## config.mk

```make
export PLATFORM = sky130hd
export DESIGN_NAME = mem_port_arbiter_flat
export DESIGN_NICKNAME = d
export VERILOG_FILES = /design/src/rtl/mem_port_arbiter_if.sv /design/src/rtl/mem_port_arbiter.sv /design/src/flat_wrapper.sv
export SDC_FILE = /design/constraint.sdc
export NUM_CORES = 1
export LEC_CHECK = 0
export BUFFER_PORTS_ARGS = -buffer_cell sky130_fd_sc_hd__buf_2
export CAP_MARGIN = 20
export CELL_PAD_IN_SITES_DETAIL_PLACEMENT = 1
export CELL_PAD_IN_SITES_GLOBAL_PLACEMENT = 1
export CORE_ASPECT_RATIO = 1.25
export CORE_MARGIN = 2
export CORE_UTILIZATION = 30
export DETAILED_ROUTE_END_ITERATION = 7
export PLACE_DENSITY_LB_ADDON = 0.1
export SLEW_MARGIN = 10
export SYNTH_ARGS = -nofsm -noshare
export SYNTH_HDL_FRONTEND = slang
export SYNTH_SLANG_ARGS = --single-unit
export TNS_END_PERCENT = 5
```

## constraint.sdc

```tcl
create_clock -name clk -period 1.59 [get_ports clk]
set_input_delay 0.0795 -clock clk [delete_from_list [all_inputs] [get_ports clk]]
set_output_delay 0.0795 -clock clk [all_outputs]
set_load 0.01 [all_outputs]
```

## src/rtl/mem_port_arbiter_if.sv

```systemverilog
// mem_port_arbiter_if: requester and memory-side signals of the shared memory port
interface mem_port_arbiter_if #(
  parameter int DWIDTH = 16,
  parameter int AWIDTH = 8
);
  logic              if_req;
  logic [AWIDTH-1:0] if_addr;
  logic              if_gnt;
  logic              if_rvalid;
  logic [DWIDTH-1:0] if_rdata;
  logic              ls_req;
  logic              ls_we;
  logic [AWIDTH-1:0] ls_addr;
  logic [DWIDTH-1:0] ls_wdata;
  logic              ls_gnt;
  logic              ls_rvalid;
  logic [DWIDTH-1:0] ls_rdata;
  logic              mem_en;
  logic              mem_we;
  logic [AWIDTH-1:0] mem_addr;
  logic [DWIDTH-1:0] mem_wdata;
  logic [DWIDTH-1:0] mem_rdata;
  modport slave (
    input  if_req, if_addr, ls_req, ls_we, ls_addr, ls_wdata, mem_rdata,
    output if_gnt, if_rvalid, if_rdata, ls_gnt, ls_rvalid, ls_rdata,
           mem_en, mem_we, mem_addr, mem_wdata
  );
  modport master (
    output if_req, if_addr, ls_req, ls_we, ls_addr, ls_wdata, mem_rdata,
    input  if_gnt, if_rvalid, if_rdata, ls_gnt, ls_rvalid, ls_rdata,
           mem_en, mem_we, mem_addr, mem_wdata
  );
endinterface

```

## src/rtl/mem_port_arbiter.sv

```systemverilog
// mem_port_arbiter: one-access-per-cycle sharing of a sync memory between fetch and load/store
module mem_port_arbiter #(
  parameter int DWIDTH = 16,
  parameter int AWIDTH = 8,
  parameter int STARVE_MAX = 3
) (
  input logic clk,
  input logic rst_n,
  mem_port_arbiter_if.slave bus
);
  logic [3:0] starve_cnt;
  logic [1:0] pend;
  logic [DWIDTH-1:0] if_hold, ls_hold;
  logic [AWIDTH-1:0] addr;
  logic gi, gl, at_max;
  always_comb begin
    at_max = starve_cnt == 4'(STARVE_MAX);
    gi = rst_n && bus.if_req && (!bus.ls_req || at_max);
    gl = rst_n && bus.ls_req && !gi;
    addr = gl ? bus.ls_addr : gi ? bus.if_addr : '0;
  end
  assign bus.if_gnt = gi;
  assign bus.ls_gnt = gl;
  assign bus.mem_en = gi || gl;
  assign bus.mem_we = gl && bus.ls_we;
  assign bus.mem_addr = addr;
  assign bus.mem_wdata = (gl && bus.ls_we) ? bus.ls_wdata : '0;
  assign bus.if_rvalid = pend[0];
  assign bus.ls_rvalid = pend[1];
  // responses pass mem_rdata straight through, then hold it until the next one
  assign bus.if_rdata = pend[0] ? bus.mem_rdata : if_hold;
  assign bus.ls_rdata = pend[1] ? bus.mem_rdata : ls_hold;
  always_ff @(posedge clk or negedge rst_n)
    if (!rst_n) begin
      starve_cnt <= '0;
      pend <= '0;
      if_hold <= '0;
      ls_hold <= '0;
    end else begin
      starve_cnt <= (gi || !bus.if_req) ? 4'd0 : (gl && !at_max) ? starve_cnt + 4'd1 : starve_cnt;
      pend <= {gl && !bus.ls_we, gi};
      if (pend[0]) if_hold <= bus.mem_rdata;
      if (pend[1]) ls_hold <= bus.mem_rdata;
    end
endmodule

```

## src/flat_wrapper.sv

```systemverilog
// flat-port wrapper written by rule: the top's interface ports become plain ports
module mem_port_arbiter_flat 
#(
  parameter int DWIDTH = 16,
  parameter int AWIDTH = 8,
  parameter int STARVE_MAX = 3
)
  (clk, rst_n, bus_if_req, bus_if_addr, bus_ls_req, bus_ls_we, bus_ls_addr, bus_ls_wdata, bus_mem_rdata, bus_if_gnt, bus_if_rvalid, bus_if_rdata, bus_ls_gnt, bus_ls_rvalid, bus_ls_rdata, bus_mem_en, bus_mem_we, bus_mem_addr, bus_mem_wdata);
  mem_port_arbiter_if #(.DWIDTH(DWIDTH), .AWIDTH(AWIDTH)) bus_i ();
  input logic clk;
  input logic rst_n;
  input wire logic [$bits(bus_i.if_req)-1:0] bus_if_req;
  input wire logic [$bits(bus_i.if_addr)-1:0] bus_if_addr;
  input wire logic [$bits(bus_i.ls_req)-1:0] bus_ls_req;
  input wire logic [$bits(bus_i.ls_we)-1:0] bus_ls_we;
  input wire logic [$bits(bus_i.ls_addr)-1:0] bus_ls_addr;
  input wire logic [$bits(bus_i.ls_wdata)-1:0] bus_ls_wdata;
  input wire logic [$bits(bus_i.mem_rdata)-1:0] bus_mem_rdata;
  output wire logic [$bits(bus_i.if_gnt)-1:0] bus_if_gnt;
  output wire logic [$bits(bus_i.if_rvalid)-1:0] bus_if_rvalid;
  output wire logic [$bits(bus_i.if_rdata)-1:0] bus_if_rdata;
  output wire logic [$bits(bus_i.ls_gnt)-1:0] bus_ls_gnt;
  output wire logic [$bits(bus_i.ls_rvalid)-1:0] bus_ls_rvalid;
  output wire logic [$bits(bus_i.ls_rdata)-1:0] bus_ls_rdata;
  output wire logic [$bits(bus_i.mem_en)-1:0] bus_mem_en;
  output wire logic [$bits(bus_i.mem_we)-1:0] bus_mem_we;
  output wire logic [$bits(bus_i.mem_addr)-1:0] bus_mem_addr;
  output wire logic [$bits(bus_i.mem_wdata)-1:0] bus_mem_wdata;
  assign bus_i.if_req = bus_if_req;
  assign bus_i.if_addr = bus_if_addr;
  assign bus_i.ls_req = bus_ls_req;
  assign bus_i.ls_we = bus_ls_we;
  assign bus_i.ls_addr = bus_ls_addr;
  assign bus_i.ls_wdata = bus_ls_wdata;
  assign bus_i.mem_rdata = bus_mem_rdata;
  assign bus_if_gnt = bus_i.if_gnt;
  assign bus_if_rvalid = bus_i.if_rvalid;
  assign bus_if_rdata = bus_i.if_rdata;
  assign bus_ls_gnt = bus_i.ls_gnt;
  assign bus_ls_rvalid = bus_i.ls_rvalid;
  assign bus_ls_rdata = bus_i.ls_rdata;
  assign bus_mem_en = bus_i.mem_en;
  assign bus_mem_we = bus_i.mem_we;
  assign bus_mem_addr = bus_i.mem_addr;
  assign bus_mem_wdata = bus_i.mem_wdata;
  mem_port_arbiter #(.DWIDTH(DWIDTH), .AWIDTH(AWIDTH), .STARVE_MAX(STARVE_MAX)) u_core (.clk(clk), .rst_n(rst_n), .bus(bus_i));
endmodule
```

=== Yosys cells after proc, flatten, opt, wreduce, memory -nomap -nowiden ===
Index checks and enable logic that the tools add are counted.

* Register bits: 38
* Input bits: 53
* Word-level logic and storage cells: 29

* Add/subtract/negate cells: 1
* Equality and inequality tests: 1
* Multiplexer cells: 7
* Reduce and logical (&&, ||, !) cells: 16

{| class="wikitable"
|+ Operators by type and width
! kind !! number
|-
| $mux W16 || 3
|-
| $mux W8 || 2
|-
| $mux W4 || 2
|-
| $logic_and A1 B1 Y1 || 7
|-
| $logic_not A1 Y1 || 5
|-
| $add A4 B1 Y4 const B || 1
|-
| $eq A4 B2 Y1 const B || 1
|-
| $logic_or A1 B1 Y1 || 3
|-
| $reduce_bool A2 Y1 || 1
|}

=== Depth between registers and ports, before layout ===
* Depth in word-level cells: 8
* Mapped depth: 5
* Gate-level depth less buffers: 4

=== Worst setup path before layout ===
No wires, ideal clock.

* Path type: register to output
* From: register u_core.starve_cnt[0]
* To: output port bus_mem_addr[0]
* Data arrival time: 1.433 ns
* Data required time: 1.510 ns
* Setup slack: 0.078 ns
* Stages on the path, launching flop included: 5
* Path through: dfrtp_1 > ha_1 > or3b_4 > a21oi_4 > a22o_2

* Longest elaborated chain between the ends: 6

{| class="wikitable"
|+ Ends and longest elaborated chain
! item !! line !! RTL
|-
| from (decl) || mem_port_arbiter.sv:11 || <nowiki>logic [3:0] starve_cnt;</nowiki>
|-
| from (signal assigned) || mem_port_arbiter.sv:40 || <nowiki>starve_cnt <= (gi || !bus.if_req) ? 4'd0 : (gl && !at_max) ? starve_cnt + 4'd1 : starve_cnt;</nowiki>
|-
| $eq A4 B2 Y1 * || mem_port_arbiter.sv:17 || <nowiki>at_max = starve_cnt == 4'(STARVE_MAX);</nowiki>
|-
| $logic_or A1 B1 Y1 * || mem_port_arbiter.sv:18 || <nowiki>gi = rst_n && bus.if_req && (!bus.ls_req || at_max);</nowiki>
|-
| $logic_and A1 B1 Y1 * || mem_port_arbiter.sv:18 ||
|-
| named net bus_if_gnt || flat_wrapper.sv:19 || <nowiki>output wire logic [$bits(bus_i.if_gnt)-1:0] bus_if_gnt;</nowiki>
|-
| $logic_not A1 Y1 || mem_port_arbiter.sv:19 || <nowiki>gl = rst_n && bus.ls_req && !gi;</nowiki>
|-
| $logic_and A1 B1 Y1 || mem_port_arbiter.sv:19 ||
|-
| $mux W8 * || mem_port_arbiter.sv:20 || <nowiki>addr = gl ? bus.ls_addr : gi ? bus.if_addr : '0;</nowiki>
|-
| to (decl) || flat_wrapper.sv:27 || <nowiki>output wire logic [$bits(bus_i.mem_addr)-1:0] bus_mem_addr;</nowiki>
|}

The timed path passes the listed nets; every way through them passes the cells marked *.

=== Final worst setup path ===
* From: register u_core.starve_cnt[1]
* To: output port bus_mem_addr[0]

* Longest elaborated chain between the ends: 6

{| class="wikitable"
|+ Ends and longest elaborated chain
! item !! line
|-
| $eq A4 B2 Y1 * || mem_port_arbiter.sv:17
|-
| $logic_or A1 B1 Y1 * || mem_port_arbiter.sv:18
|-
| $logic_and A1 B1 Y1 * || mem_port_arbiter.sv:18
|-
| $logic_not A1 Y1 || mem_port_arbiter.sv:19
|-
| $logic_and A1 B1 Y1 || mem_port_arbiter.sv:19
|-
| $mux W8 * || mem_port_arbiter.sv:20
|}

Mark *: on every way between the ends. The rest lies on a longest branch, timed or not.

==> results.yml <==
critical_path:
  crit_buf_inv: 1
  max_stage_delay_ps: 420
  cp.depth: 5
  crit_path_max_fanout: 5
  cp_slowest_cell: "or3b_4"
  crit_type: "flop to output port"
  path_cells: "ha_2 > or3b_4 > a21oi_4 > a22o_2 > buf_6"
  rr_worst_depth: 5
  endpoint_kind: "output port"
  cp.required_ps: 1510
  crit_arrival_ps: 1780
  start_kind: "flop"
  cp_top_family: "compound AO/OA/AOI/OAI gates"
drt:
  ant_nets: 0
  route.detailed.drc: 0
  detail_route.vias_per_cell: 4.92
  drt_iter0_markers: 42
  dr_total_vias: 1584
  routed_wl_um: 4900
  first_pass_iters: 2
  routedWlPerCell_um: 15.2
clocking:
  clock-sinks: 38
  insertion_delay_ps: 290
  clk_path_buf_depth: 2
  clk_pin_slew_worst_paths_ps: 80
  numCtsBuffers: 5
  cts_max_level: 2
  cts_root_buf: "clkbuf_8"
  cts_tree: "built"
final_layout:
  finalCoreUtilization: 0.480
  drive_gt1_frac: 0.713
  nets: 311
  stdcell_count: 322
  area_delta_synth_final_pct: 53.2
  regArea_um2: 951
  final_area_um2: 2630
  n_fill_cell: 634
  multi_input_area_um2: 751
  final_common_cell: "buf_2"
  antennaDiodeCount: 0
  layout_common_cells: "buf_2 (104), dfrtp_1 (38), mux2_2 (32), and3_1 (15), buf_4 (13)"
floorplan:
  io_pins: 115
  die_w_um: 71.7
  row_count: 30
  coreArea_um2: 5480
  start_util: 0.313
  die_area_um2: 6350
  chipHeight_um: 88.6
placed_design:
  place.gp.congestion: 0.742
  hpwl_um: 3650
  io_buffers: 114
  postPlaceCellArea_um2: 2410
  dpl.cell_count: 309
synth:
  synth_nets: 183
  synth_area_per_cell_um2: 13.3
  netlist_instances: 129
  syn-cell-area_um2: 1720
  yosysUniqueCellTypes: 25
  yosysWarningCount: 0
  ys_seq_area_frac: 0.554
  synth_seq_cells: 38
timing:
  rsz0062_at_grt: "true"
  finalCritPeriodShare: 1.17
  slew_headroom: 0.776
  final_hold_viol_count: 0
  fmax_mhz: 536
  worst_slack_ps: -274
  fin_worst_skew_ps: 6.51
  finalMaxSlewViolations: 0
  hold_slack_ps: 46.7
  min_period_ps: 1860
  setup_violations: 27
  tightest_slew_ps: 335
worst_hold_path:
  worst_hold_path_type: "input port to flop"
  hold_path_depth: 2
outcome:
  violations: "setup timing"
  status: "complete, but fails checks"
grt:
  grt_antenna_before_repair: 0
  grtUsageTotal: 0.161
  grt_pass1_wl_um: 8000
  grt_pass1_vias: 1781
  grt_max_degree: 28
  grt_overflow: 0
job:
  drv_cap: 0
power_and_ir_drop:
  leakage_uw: 0.00140
  power_density_nw_per_um2: 958
  total_power_uw: 2520
  max-vdd-ir-drop_mv: 0.388
## repair_timing
item                       4_1_cts  5_1_grt
cloned                           1        0
setup endpoints to repair       27       27
pin swaps                       10        5
resized for setup                9        5
hold endpoints to repair        38        0
buffers inserted                 2        1
hold buffers                     1        0
## flip-flops by register name, indices dropped and copies added, names as in the netlist
| name | count |
|---|---|
| u_core.if_hold | 16 |
| u_core.ls_hold | 16 |
| u_core.starve_cnt | 4 |
| u_core.pend | 2 |
## final timing paths
path / startpoint / end / slack [ps]
max: u_core.starve_cnt[1] / bus_mem_addr[0] / -270
max in group asynchronous: rst_n / u_core.ls_hold[4] / 890
max reg2reg: u_core.starve_cnt[1] / u_core.pend[0] / 120
min: bus_mem_rdata[1] / u_core.ls_hold[1] / 50
min in group asynchronous: rst_n / u_core.if_hold[0] / 380
min reg2reg: u_core.ls_hold[1] / u_core.ls_hold[1] / 490
## metrics by stage
step	TNS, ps	worst slack (ps)
after global routing	-7800	-370
after CTS	-6090	-260
final	-5300	-274
after global placement	0	7.90
after detailed placement	-213	-31.1
after floorplan	0	77.6
## power by group
group          switching [uW]  total, uW  internal [uW]
registers                36.0       1160           1120
clock network             330        678            348
logic                     337        686            349
total                     703       2520           1820
## cell type report
| cell class | instances | area share |
|---|---|---|
| Sequential cell | 38 | 0.362 |
| Multi-Input combinational cell | 83 | 0.285 |
| Timing Repair Buffer | 128 | 0.285 |
| Clock buffer | 6 | 0.0314 |
| Tap cell | 64 | 0.0304 |
| Clock inverter | 2 | 0.00476 |
| Inverter | 1 | 0.00143 |
## synthesized netlist by cell type
| cell | n | area [um2] |
|---|---|---|
| mux2_2 | 32 | 360 |
| a21oi_4 | 1 | 16.3 |
| buf_4 | 1 | 7.51 |
| inv_1 | 1 | 3.75 |
| a21oi_2 | 1 | 8.76 |
| and2_1 | 1 | 6.26 |
| o21a_1 | 1 | 7.51 |
| a22o_2 | 8 | 80.1 |
| nand3_1 | 3 | 15.0 |
| clkbuf_1 | 2 | 7.51 |
| nand2_2 | 1 | 6.26 |
| nor3b_1 | 2 | 15.0 |
| buf_2 | 5 | 25.0 |
| or4b_1 | 1 | 10.0 |
| o21ai_0 | 2 | 10.0 |
| nand4b_1 | 1 | 8.76 |
| or3b_4 | 1 | 11.3 |
| nor2b_1 | 2 | 12.5 |
| nand2_1 | 5 | 18.8 |
| and3_1 | 16 | 100 |
| ha_1 | 1 | 12.5 |
| a31o_2 | 1 | 8.76 |
| dfrtp_1 | 38 | 951 |
| o31ai_1 | 1 | 7.51 |
| nand4_1 | 1 | 6.26 |
## metal layers
| layer | track usage | up-vias | routed length (um) |
|---|---|---|---|
| met5 | 0 | - | 0 |
| met4 | 0.0617 | 0 | 77 |
| met3 | 0.0478 | 6 | 443 |
| met2 | 0.286 | 93 | 2400 |
| met1 | 0.183 | 760 | 1980 |
| li1 | - | 725 | - |
## cell families (layout without fill, tap and decap cells)
kind of cell	after synthesis	in the layout	synth area share
DFF	38	38	0.554
AOI/OAI and AO/OA	15	16	0.0809
muxes	32	32	0.210
adders and majority gates	1	1	0.00729
and+or+nand+nor	34	34	0.122
buffers and inverters	9	137	0.0255
Power figures use the tool's default switching activity.
